===== src/rtl/tx_arbiter.sv =====
// tx_arbiter: shares one serial transmitter byte port between two byte-stream
// requesters. Whole packets (bytes up to and including one flagged LAST) are
// granted round-robin; each byte uses a REQ/ACK handshake on the requester side
// and a level SEND/READY handshake on the transmitter side. A byte that the
// transmitter never accepts is aborted after ACCEPT_TIMEOUT cycles in SEND.
//
// Ports:
//   CLK, RESET           clock, synchronous active-high reset
//   IN_REQ0/1            requester has a byte presented
//   IN_DATA0/1[7:0]      requester byte
//   IN_LAST0/1           byte is the last of its packet
//   OUT_ACK0/1           one-cycle pulse: byte latched
//   OUT_TX_DATA[7:0]     byte to transmitter (held until next selection)
//   OUT_TX_SEND          transmit request level
//   IN_TX_READY          transmitter idle (1) / busy (0)
//   OUT_GRANT[1:0]       one-hot packet owner, 00 when no packet is open
//   OUT_BUSY             arbiter not in IDLE
//   OUT_ERROR            one-cycle pulse on timeout abort
// All outputs are registered.

module tx_arbiter #(
    parameter int unsigned ACCEPT_TIMEOUT = 65535
) (
    input  logic       CLK,
    input  logic       RESET,
    input  logic       IN_REQ0,
    input  logic [7:0] IN_DATA0,
    input  logic       IN_LAST0,
    output logic       OUT_ACK0,
    input  logic       IN_REQ1,
    input  logic [7:0] IN_DATA1,
    input  logic       IN_LAST1,
    output logic       OUT_ACK1,
    output logic [7:0] OUT_TX_DATA,
    output logic       OUT_TX_SEND,
    input  logic       IN_TX_READY,
    output logic [1:0] OUT_GRANT,
    output logic       OUT_BUSY,
    output logic       OUT_ERROR
);

    localparam int unsigned TMO_W  = 16;
    localparam int unsigned DATA_W = 8;
    localparam logic [TMO_W-1:0] TMO_LAST = TMO_W'(ACCEPT_TIMEOUT - 1);

    typedef enum logic [1:0] {
        ST_IDLE      = 2'd0,
        ST_SEND      = 2'd1,
        ST_WAIT_DONE = 2'd2
    } state_t;

    // Registered state
    state_t              r_state;
    logic                r_lock;
    logic                r_owner;
    logic                r_last_served;
    logic                r_is_last;
    logic [TMO_W-1:0]    r_tmo;
    logic [DATA_W-1:0]   r_tx_data;
    logic                r_tx_send;
    logic                r_ack0;
    logic                r_ack1;
    logic [1:0]          r_grant;
    logic                r_busy;
    logic                r_error;

    // Next-state values
    state_t              w_state_nxt;
    logic                w_lock_nxt;
    logic                w_owner_nxt;
    logic                w_last_served_nxt;
    logic                w_is_last_nxt;
    logic [TMO_W-1:0]    w_tmo_nxt;
    logic [DATA_W-1:0]   w_tx_data_nxt;
    logic                w_tx_send_nxt;
    logic                w_ack0_nxt;
    logic                w_ack1_nxt;
    logic [1:0]          w_grant_nxt;
    logic                w_busy_nxt;
    logic                w_error_nxt;

    // Candidate selection
    logic                w_sel_valid;
    logic                w_sel_idx;

    // Candidate selection: locked packets only consider the owner; otherwise
    // round-robin on contention, favouring the requester not served last.
    always_comb begin
        w_sel_valid = 1'b0;
        w_sel_idx   = 1'b0;
        if (r_lock) begin
            w_sel_valid = r_owner ? IN_REQ1 : IN_REQ0;
            w_sel_idx   = r_owner;
        end else if (IN_REQ0 && IN_REQ1) begin
            w_sel_valid = 1'b1;
            w_sel_idx   = ~r_last_served;
        end else if (IN_REQ0) begin
            w_sel_valid = 1'b1;
            w_sel_idx   = 1'b0;
        end else if (IN_REQ1) begin
            w_sel_valid = 1'b1;
            w_sel_idx   = 1'b1;
        end
    end

    // Next-state and output logic
    always_comb begin
        w_state_nxt       = r_state;
        w_lock_nxt        = r_lock;
        w_owner_nxt       = r_owner;
        w_last_served_nxt = r_last_served;
        w_is_last_nxt     = r_is_last;
        w_tmo_nxt         = r_tmo;
        w_tx_data_nxt     = r_tx_data;
        w_tx_send_nxt     = 1'b0;
        w_ack0_nxt        = 1'b0;
        w_ack1_nxt        = 1'b0;
        w_error_nxt       = 1'b0;

        case (r_state)
            ST_IDLE: begin
                if (w_sel_valid && IN_TX_READY) begin
                    w_state_nxt   = ST_SEND;
                    w_owner_nxt   = w_sel_idx;
                    w_lock_nxt    = 1'b1;
                    w_tx_data_nxt = w_sel_idx ? IN_DATA1 : IN_DATA0;
                    w_is_last_nxt = w_sel_idx ? IN_LAST1 : IN_LAST0;
                    w_ack0_nxt    = ~w_sel_idx;
                    w_ack1_nxt    = w_sel_idx;
                    w_tmo_nxt     = '0;
                    w_tx_send_nxt = 1'b1;
                end
            end

            ST_SEND: begin
                w_tmo_nxt = r_tmo + TMO_W'(1);
                if (!IN_TX_READY) begin
                    w_state_nxt = ST_WAIT_DONE;
                end else if (r_tmo == TMO_LAST) begin
                    // Transmitter never accepted: drop the byte and close the packet.
                    w_state_nxt       = ST_IDLE;
                    w_error_nxt       = 1'b1;
                    w_lock_nxt        = 1'b0;
                    w_last_served_nxt = r_owner;
                end else begin
                    w_tx_send_nxt = 1'b1;
                end
            end

            ST_WAIT_DONE: begin
                if (IN_TX_READY) begin
                    w_state_nxt = ST_IDLE;
                    if (r_is_last) begin
                        w_lock_nxt        = 1'b0;
                        w_last_served_nxt = r_owner;
                    end
                end
            end

            default: begin
                w_state_nxt = ST_IDLE;
            end
        endcase

        w_busy_nxt  = (w_state_nxt != ST_IDLE);
        w_grant_nxt = w_lock_nxt ? (w_owner_nxt ? 2'b10 : 2'b01) : 2'b00;
    end

    // State and output registers
    always_ff @(posedge CLK) begin
        if (RESET) begin
            r_state       <= ST_IDLE;
            r_lock        <= 1'b0;
            r_owner       <= 1'b0;
            r_last_served <= 1'b1;
            r_is_last     <= 1'b0;
            r_tmo         <= '0;
            r_tx_data     <= '0;
            r_tx_send     <= 1'b0;
            r_ack0        <= 1'b0;
            r_ack1        <= 1'b0;
            r_grant       <= 2'b00;
            r_busy        <= 1'b0;
            r_error       <= 1'b0;
        end else begin
            r_state       <= w_state_nxt;
            r_lock        <= w_lock_nxt;
            r_owner       <= w_owner_nxt;
            r_last_served <= w_last_served_nxt;
            r_is_last     <= w_is_last_nxt;
            r_tmo         <= w_tmo_nxt;
            r_tx_data     <= w_tx_data_nxt;
            r_tx_send     <= w_tx_send_nxt;
            r_ack0        <= w_ack0_nxt;
            r_ack1        <= w_ack1_nxt;
            r_grant       <= w_grant_nxt;
            r_busy        <= w_busy_nxt;
            r_error       <= w_error_nxt;
        end
    end

    assign OUT_ACK0    = r_ack0;
    assign OUT_ACK1    = r_ack1;
    assign OUT_TX_DATA = r_tx_data;
    assign OUT_TX_SEND = r_tx_send;
    assign OUT_GRANT   = r_grant;
    assign OUT_BUSY    = r_busy;
    assign OUT_ERROR   = r_error;

endmodule


===== config.mk =====
export PLATFORM = sky130hd
export DESIGN_NAME = tx_arbiter
export DESIGN_NICKNAME = d
export VERILOG_FILES = /design/src/rtl/tx_arbiter.sv
export SDC_FILE = /design/constraint.sdc
export NUM_CORES = 1
export LEC_CHECK = 0
export ABC_AREA = 1
export CORE_ASPECT_RATIO = 0.6
export CORE_UTILIZATION = 50
export CTS_CLUSTER_SIZE = 16
export DETAILED_ROUTE_END_ITERATION = 6
export GPL_TIMING_DRIVEN = 0
export PLACE_DENSITY = 0.85
export SYNTH_ARGS = -nofsm -noshare
export SYNTH_HDL_FRONTEND = slang
export SYNTH_SLANG_ARGS = --single-unit

===== constraint.sdc =====
create_clock -name CLK -period 4 [get_ports CLK]
set_clock_uncertainty 0.05 [all_clocks]
set_input_delay 0.8 -clock CLK [delete_from_list [all_inputs] [get_ports CLK]]
set_output_delay 0.8 -clock CLK [all_outputs]
set_load 0.05 [all_outputs]

==> impl_metrics.ini, run 1 <==
[die]
rows = 16
pin_count = 38
die_x_um = 80.9
die_area_mm2 = 0.00399
start_util_pct = 54.9
fp.dieH_um = 49.3
core-area_mm2 = 0.00340

[timing]
rsz0062_at_grt = false
relSlewSlack_pct = 65.0
layout_setup_ws_ns = 1.70
worstMarginPinSlew_ns = 0.523
finalMaxSlewViolations = 0
hold_violations = 0
finalCritPeriodShare_pct = 57.5
setup_viol = 0
min_period_ns = 2.30
fmax_mhz = 435
hold_slack_ns = 0.434
tns_ns = 0

[cts]
insertion_delay_ns = 0.30
root_buffer = clkbuf_8
hold_buffers = 0
cts_setup_buffers = 0
clkTransAtPathRegs_ns = 0.07
h-tree-depth = 2
cts_made_buffers = 5
cts_tree = built
clock_path_buffers = 2
cts_sinks = 37
cts_resized = 0

[final_layout]
area_growth_pct = 29.3
ff_latch_area_um2 = 741
fillCellCount = 294
multi_input_area_um2 = 963
fin_nets = 354
layout-drive-gt1-share_pct = 8.48
num_antenna_cells = 0

[run]
drv_cap = 0

[route]
drt-initial-drc-count = 117
drc_errors = 0
vias = 1893
drtPass1Iterations = 4
wire_per_inst_um = 12.1
viasPerCell = 5.05
ant_nets = 0
wirelength_um = 4540

[global_routing]
grt_max_degree = 13
grtUsageTotal_pct = 26.3
grt-ovfl-total = 0
grt_pass1_wl_um = 7760
grt_pass1_vias = 1696
antenna_found_initial = 0

[setup_path]
crit_buf_inv = 1
crit_chain = clkdlybuf4s50_1
critPathSlowestCell = clkdlybuf4s50_1
max_stage_delay_ns = 0.81
crit_required_ns = 3.15
regToRegSetupSlack_ns = 2.38
cp.arrival_ns = 1.45
crit_family = buffers and inverters
path_class = reg -> out
start_kind = flip-flop
crit_fanout = 2
endpoint_kind = primary output

[pwr]
internal_power_uw = 662
ir_drop_mv = 0.340
comb_power_share_pct = 20.9
power.density_mw_per_mm2 = 388
p_clk_share_pct = 36.4
power_switching_uw = 274
p_leak_nw = 1.03
power_frac_seq_pct = 42.7
switching_share_pct = 29.3

[yosys]
synth-seq-area-share_pct = 39.7
synth_top_area_share_pct = 39.7
synth-seq-cells = 37
synthCells = 285
synth_edf_count = 0
ys.flop_type = dfxtp_1
netlist_area_mm2 = 0.00187
synth_top_area_cell = dfxtp_1
async_flop_share_pct = 0
synth_fp_nets = 310
yosys.cell_types.count = 29
yosysWarnings = 0
synth_area_per_cell_um2 = 6.55
synth_area_leaders = dfxtp_1, nand2_1, nor2_1

[placement]
dp_hpwl_um = 3260
dp_slack_ns = 1.64
place.gp.congestion = 0.961
portBuffers = 37

[min_path]
hold_path.class = reg -> reg

[run_status]
status = finished, final reports clean
[sequential cells by signal (all words and copies together) (netlist names)]
register,cells
OUT_ACK0,1
r_lock,1
OUT_BUSY,1
r_is_last,1
r_owner,1
OUT_GRANT,2
OUT_ACK1,1
OUT_TX_DATA,8
r_state,2
r_last_served,1
r_tmo,16
OUT_TX_SEND,1
OUT_ERROR,1
[cell usage after synthesis, types with 2 or more instances]
cell type	count
nor2_4	3
o21ai_1	2
nand3_1	18
inv_1	23
nand2_2	2
inv_2	2
nand4_1	4
a21oi_1	14
nor3_1	3
o21ai_0	18
buf_4	2
clkbuf_1	3
ha_1	2
buf_6	2
nand2_1	89
nand2_4	2
nor2_1	47
dfxtp_1	37
buf_2	2
[cells by family (layout without fill, tap and decap cells)]
logic type | count (synthesis) | in the layout | share of synthesized area, %
and+or+nand+nor | 175 | 175 | 40.7
DFF | 37 | 37 | 39.7
buffers and inverters | 36 | 81 | 8.71
AOI/OAI and AO/OA | 35 | 35 | 9.58
adders and majority gates | 2 | 2 | 1.34
[cells in the final DEF (no fill, tap or decap)]
cell type / count
nand2_2: 2
nor3b_1: 1
nor4_1: 1
buf_4: 2
nand3_1: 18
or2_2: 1
clkinvlp_4: 1
inv_2: 2
nor2_1: 47
clkbuf_1: 3
nand2_1: 89
nor2_4: 3
a21oi_1: 14
buf_6: 2
bufinv_16: 1
o21ai_0: 18
inv_1: 23
nand4_1: 4
o21ai_2: 1
inv_4: 1
nand2_4: 2
clkdlybuf4s50_1: 37
or2_1: 1
ha_1: 2
buf_2: 2
nand3_2: 1
dfxtp_1: 37
nor2_2: 1
clkbuf_8: 6
clkinv_1: 1
o21ai_1: 2
nor3_1: 3
nand3b_1: 1
[cell type report]
cell class | count | share of cell area, %
Multi-Input combinational cell | 212 | 39.9
Sequential cell | 37 | 30.7
Timing Repair Buffer | 37 | 15.3
Inverter | 27 | 4.30
Clock buffer | 6 | 3.42
Buffer | 9 | 2.44
Tap cell | 45 | 2.33
Clock inverter | 2 | 1.56
[per-layer routing]
metal / wire length, um / up-vias / GRT usage [%] / share of wire, %
met4: 70 / 0 / 11.0 / 1.5
met1: 2320 / 841 / 37.1 / 51
met5: 0 / - / 0 / 0
met3: 353 / 5 / 9.91 / 7.8
li1: - / 981 / - / -
met2: 1800 / 66 / 35.3 / 40
[worst paths after layout]
check / cells past startpoint / start / to
min reg2reg: 2 / r_last_served$_SDFFE_PP1P_ / r_last_served$_SDFFE_PP1P_
max reg2reg: 9 / r_tmo[0]$_SDFFE_PP0P_ / r_tmo[14]$_SDFFE_PP0P_
max: 1 / OUT_TX_DATA[4]$_SDFFE_PP0P_ / OUT_TX_DATA[4]
min: 2 / r_last_served$_SDFFE_PP1P_ / r_last_served$_SDFFE_PP1P_
[tightest hold or removal path: cells and delay by family (launching register included)]
kind | cells | cell delay, ns
simple gates | 2 | 0.11
flops | 1 | 0.34
[stage by stage]
stage          utilization, %  std cells  power [mW]  instance area (um^2)
2_1_floorplan               -        285       0.531                  1870
3_3_place_gp             67.4        367       0.599                  2290
3_5_place_dp             67.4        367       0.601                  2290
4_1_cts                  70.9        375       0.943                  2410
5_1_grt                  70.9        375       0.976                  2410
6_report                 70.9        375       0.936                  2410
[power by group through the flow]
stage / clock network, mW / logic, mW / registers (mW)
4_1_cts: 0.349 / 0.195 / 0.399
6_report: 0.341 / 0.196 / 0.400
3_3_place_gp: 0 / 0.191 / 0.407
2_1_floorplan: 0 / 0.0780 / 0.453
3_5_place_dp: 0 / 0.194 / 0.408
5_1_grt: 0.359 / 0.214 / 0.402
Power figures use the tool's default switching activity.
==> run 2: changes to the inputs <==
CORE_UTILIZATION = 46   (was 50)
PLACE_DENSITY = 0.83   (was 0.85)
clock period = 2.1 ns   (was 4 ns; I/O delays follow)
==> impl_metrics.ini, run 2 (same netlist as run 1, synthesis figures left out) <==
[route]
ant_nets = 0
drt-initial-drc-count = 87
wire_per_inst_um = 11.6
vias = 1890
drtPass1Iterations = 6
wirelength_um = 4380
drc_errors = 6
viasPerCell = 5.01

[setup_path]
crit_family = buffers and inverters
endpoint_kind = primary output
path_class = reg -> out
max_stage_delay_ns = 0.81
crit_required_ns = 1.63
startpoint = OUT_TX_DATA[1]$_SDFFE_PP0P_
start_kind = flip-flop
cp.arrival_ns = 1.46
crit_chain = clkdlybuf4s50_1
critPathSlowestCell = clkdlybuf4s50_1
crit_buf_inv = 1
reg2reg_from = r_tmo[0]$_SDFFE_PP0P_
crit_fanout = 2

[timing]
min_period_ns = 1.93
worstMarginPinSlew_ns = 0.511
tns_ns = 0
hold_violations = 0
rsz0062_at_grt = false
relSlewSlack_pct = 65.8
finalCritPeriodShare_pct = 91.7
finalMaxSlewViolations = 0
setup_viol = 0
fmax_mhz = 519

[final_layout]
layout_common_cells = nand2_1, nor2_1, dfxtp_1, clkdlybuf4s50_1, inv_1
largest-register = r_tmo
area_growth_pct = 30.4
final_common_cell = nand2_1
largest_reg_flops = 16
num_antenna_cells = 0
layout-drive-gt1-share_pct = 8.48
fin_nets = 354

[placement]
place.gp.congestion = 0.967
dp_hpwl_um = 3240
portBuffers = 37

[run_status]
violations = DRC
status = finished, violations left

[cts]
clkTransAtPathRegs_ns = 0.08
cts_sinks = 37
cts_setup_buffers = 0
h-tree-depth = 2
root_buffer = clkbuf_8
cts_tree = built
clock_path_buffers = 2
cts_made_buffers = 5
insertion_delay_ns = 0.31
cts_resized = 0
hold_buffers = 0

[pwr]
ir_drop_mv = 0.477
power.density_mw_per_mm2 = 774
power.total_mw = 1.88
p_leak_nw = 1.04

[die]
die_area_mm2 = 0.00433
rows = 17
pin_count = 38
die_x_um = 84.2
fp.dieH_um = 51.3
core-area_mm2 = 0.00376
start_util_pct = 49.6

[global_routing]
grt_pass1_vias = 1716
grt_max_degree = 14
grtUsageTotal_pct = 22.4
grt_pass1_wl_um = 7510
antenna_found_initial = 0
grt-ovfl-total = 0

[min_path]
min_from = r_last_served$_SDFFE_PP1P_
hold_path.class = reg -> reg

[run]
drv_cap = 0
run 2: cell count changes in the layout (fill, tap and decap cells not counted), sizes merged:
cell	before	now
clkinvlp	1	0
inv	26	27
bufinv	1	2
clkbuf	9	8
run 2: worst paths after layout:
check / depth (start not counted) / to / slack (ns)
setup / recovery: 1 / OUT_TX_DATA[1] / 0.17
hold / removal: 2 / r_last_served$_SDFFE_PP1P_ / 0.42
setup reg to reg: 9 / r_tmo[14]$_SDFFE_PP0P_ / 0.56
hold reg to reg: 2 / r_last_served$_SDFFE_PP1P_ / 0.42
run 2: layout make-up:
class / count / area, um^2
clock buffers: 5 / 68.8
flip-flops and latches: 37 / 741
clock inverters: 3 / 68.8
repair buffers: 37 / 370
plain buffers: 9 / 58.8
well taps: 47 / 58.8
fillers: 333 / 1330
inverters: 27 / 104
multi-input cells: 212 / 963
run 2: worst reg2reg max path: stages (launching register included):
cell,delay [ns]
dfxtp_1,0.43
ha_1,0.23
inv_1,0.08
nor2_4,0.18
nand3_2,0.15
nor2_1,0.11
nand2_1,0.07
nand2_1,0.07
nand2_1,0.05
nor2_1,0.08
run 2: where the power goes:
group	switching [mW]	leakage [nW]	total, mW	internal (mW)
Sequential	0.0228	0.302	0.762	0.739
Combinational	0.233	0.669	0.369	0.136
Clock	0.275	0.0687	0.753	0.478
run 2: routing by layer:
layer | GRT usage, % | routed length (um) | vias to the layer above
li1 | - | - | 987
met1 | 29.6 | 2190 | 829
met2 | 35.4 | 1730 | 66
met3 | 6.79 | 415 | 8
met4 | 6.61 | 46 | 0
met5 | 0 | 0 | -
run 2: metrics by stage:
stage,worst slack [ns],utilization (%),cells,hold slack [ns],area [um^2]
2_1_floorplan,0.788,-,285,0.379,1870
3_3_place_gp,0.138,61.0,369,0.401,2300
3_5_place_dp,0.133,61.0,369,0.402,2300
4_1_cts,0.173,64.6,377,0.424,2430
5_1_grt,0.143,64.6,377,0.445,2430
6_report,0.175,64.6,377,0.422,2430
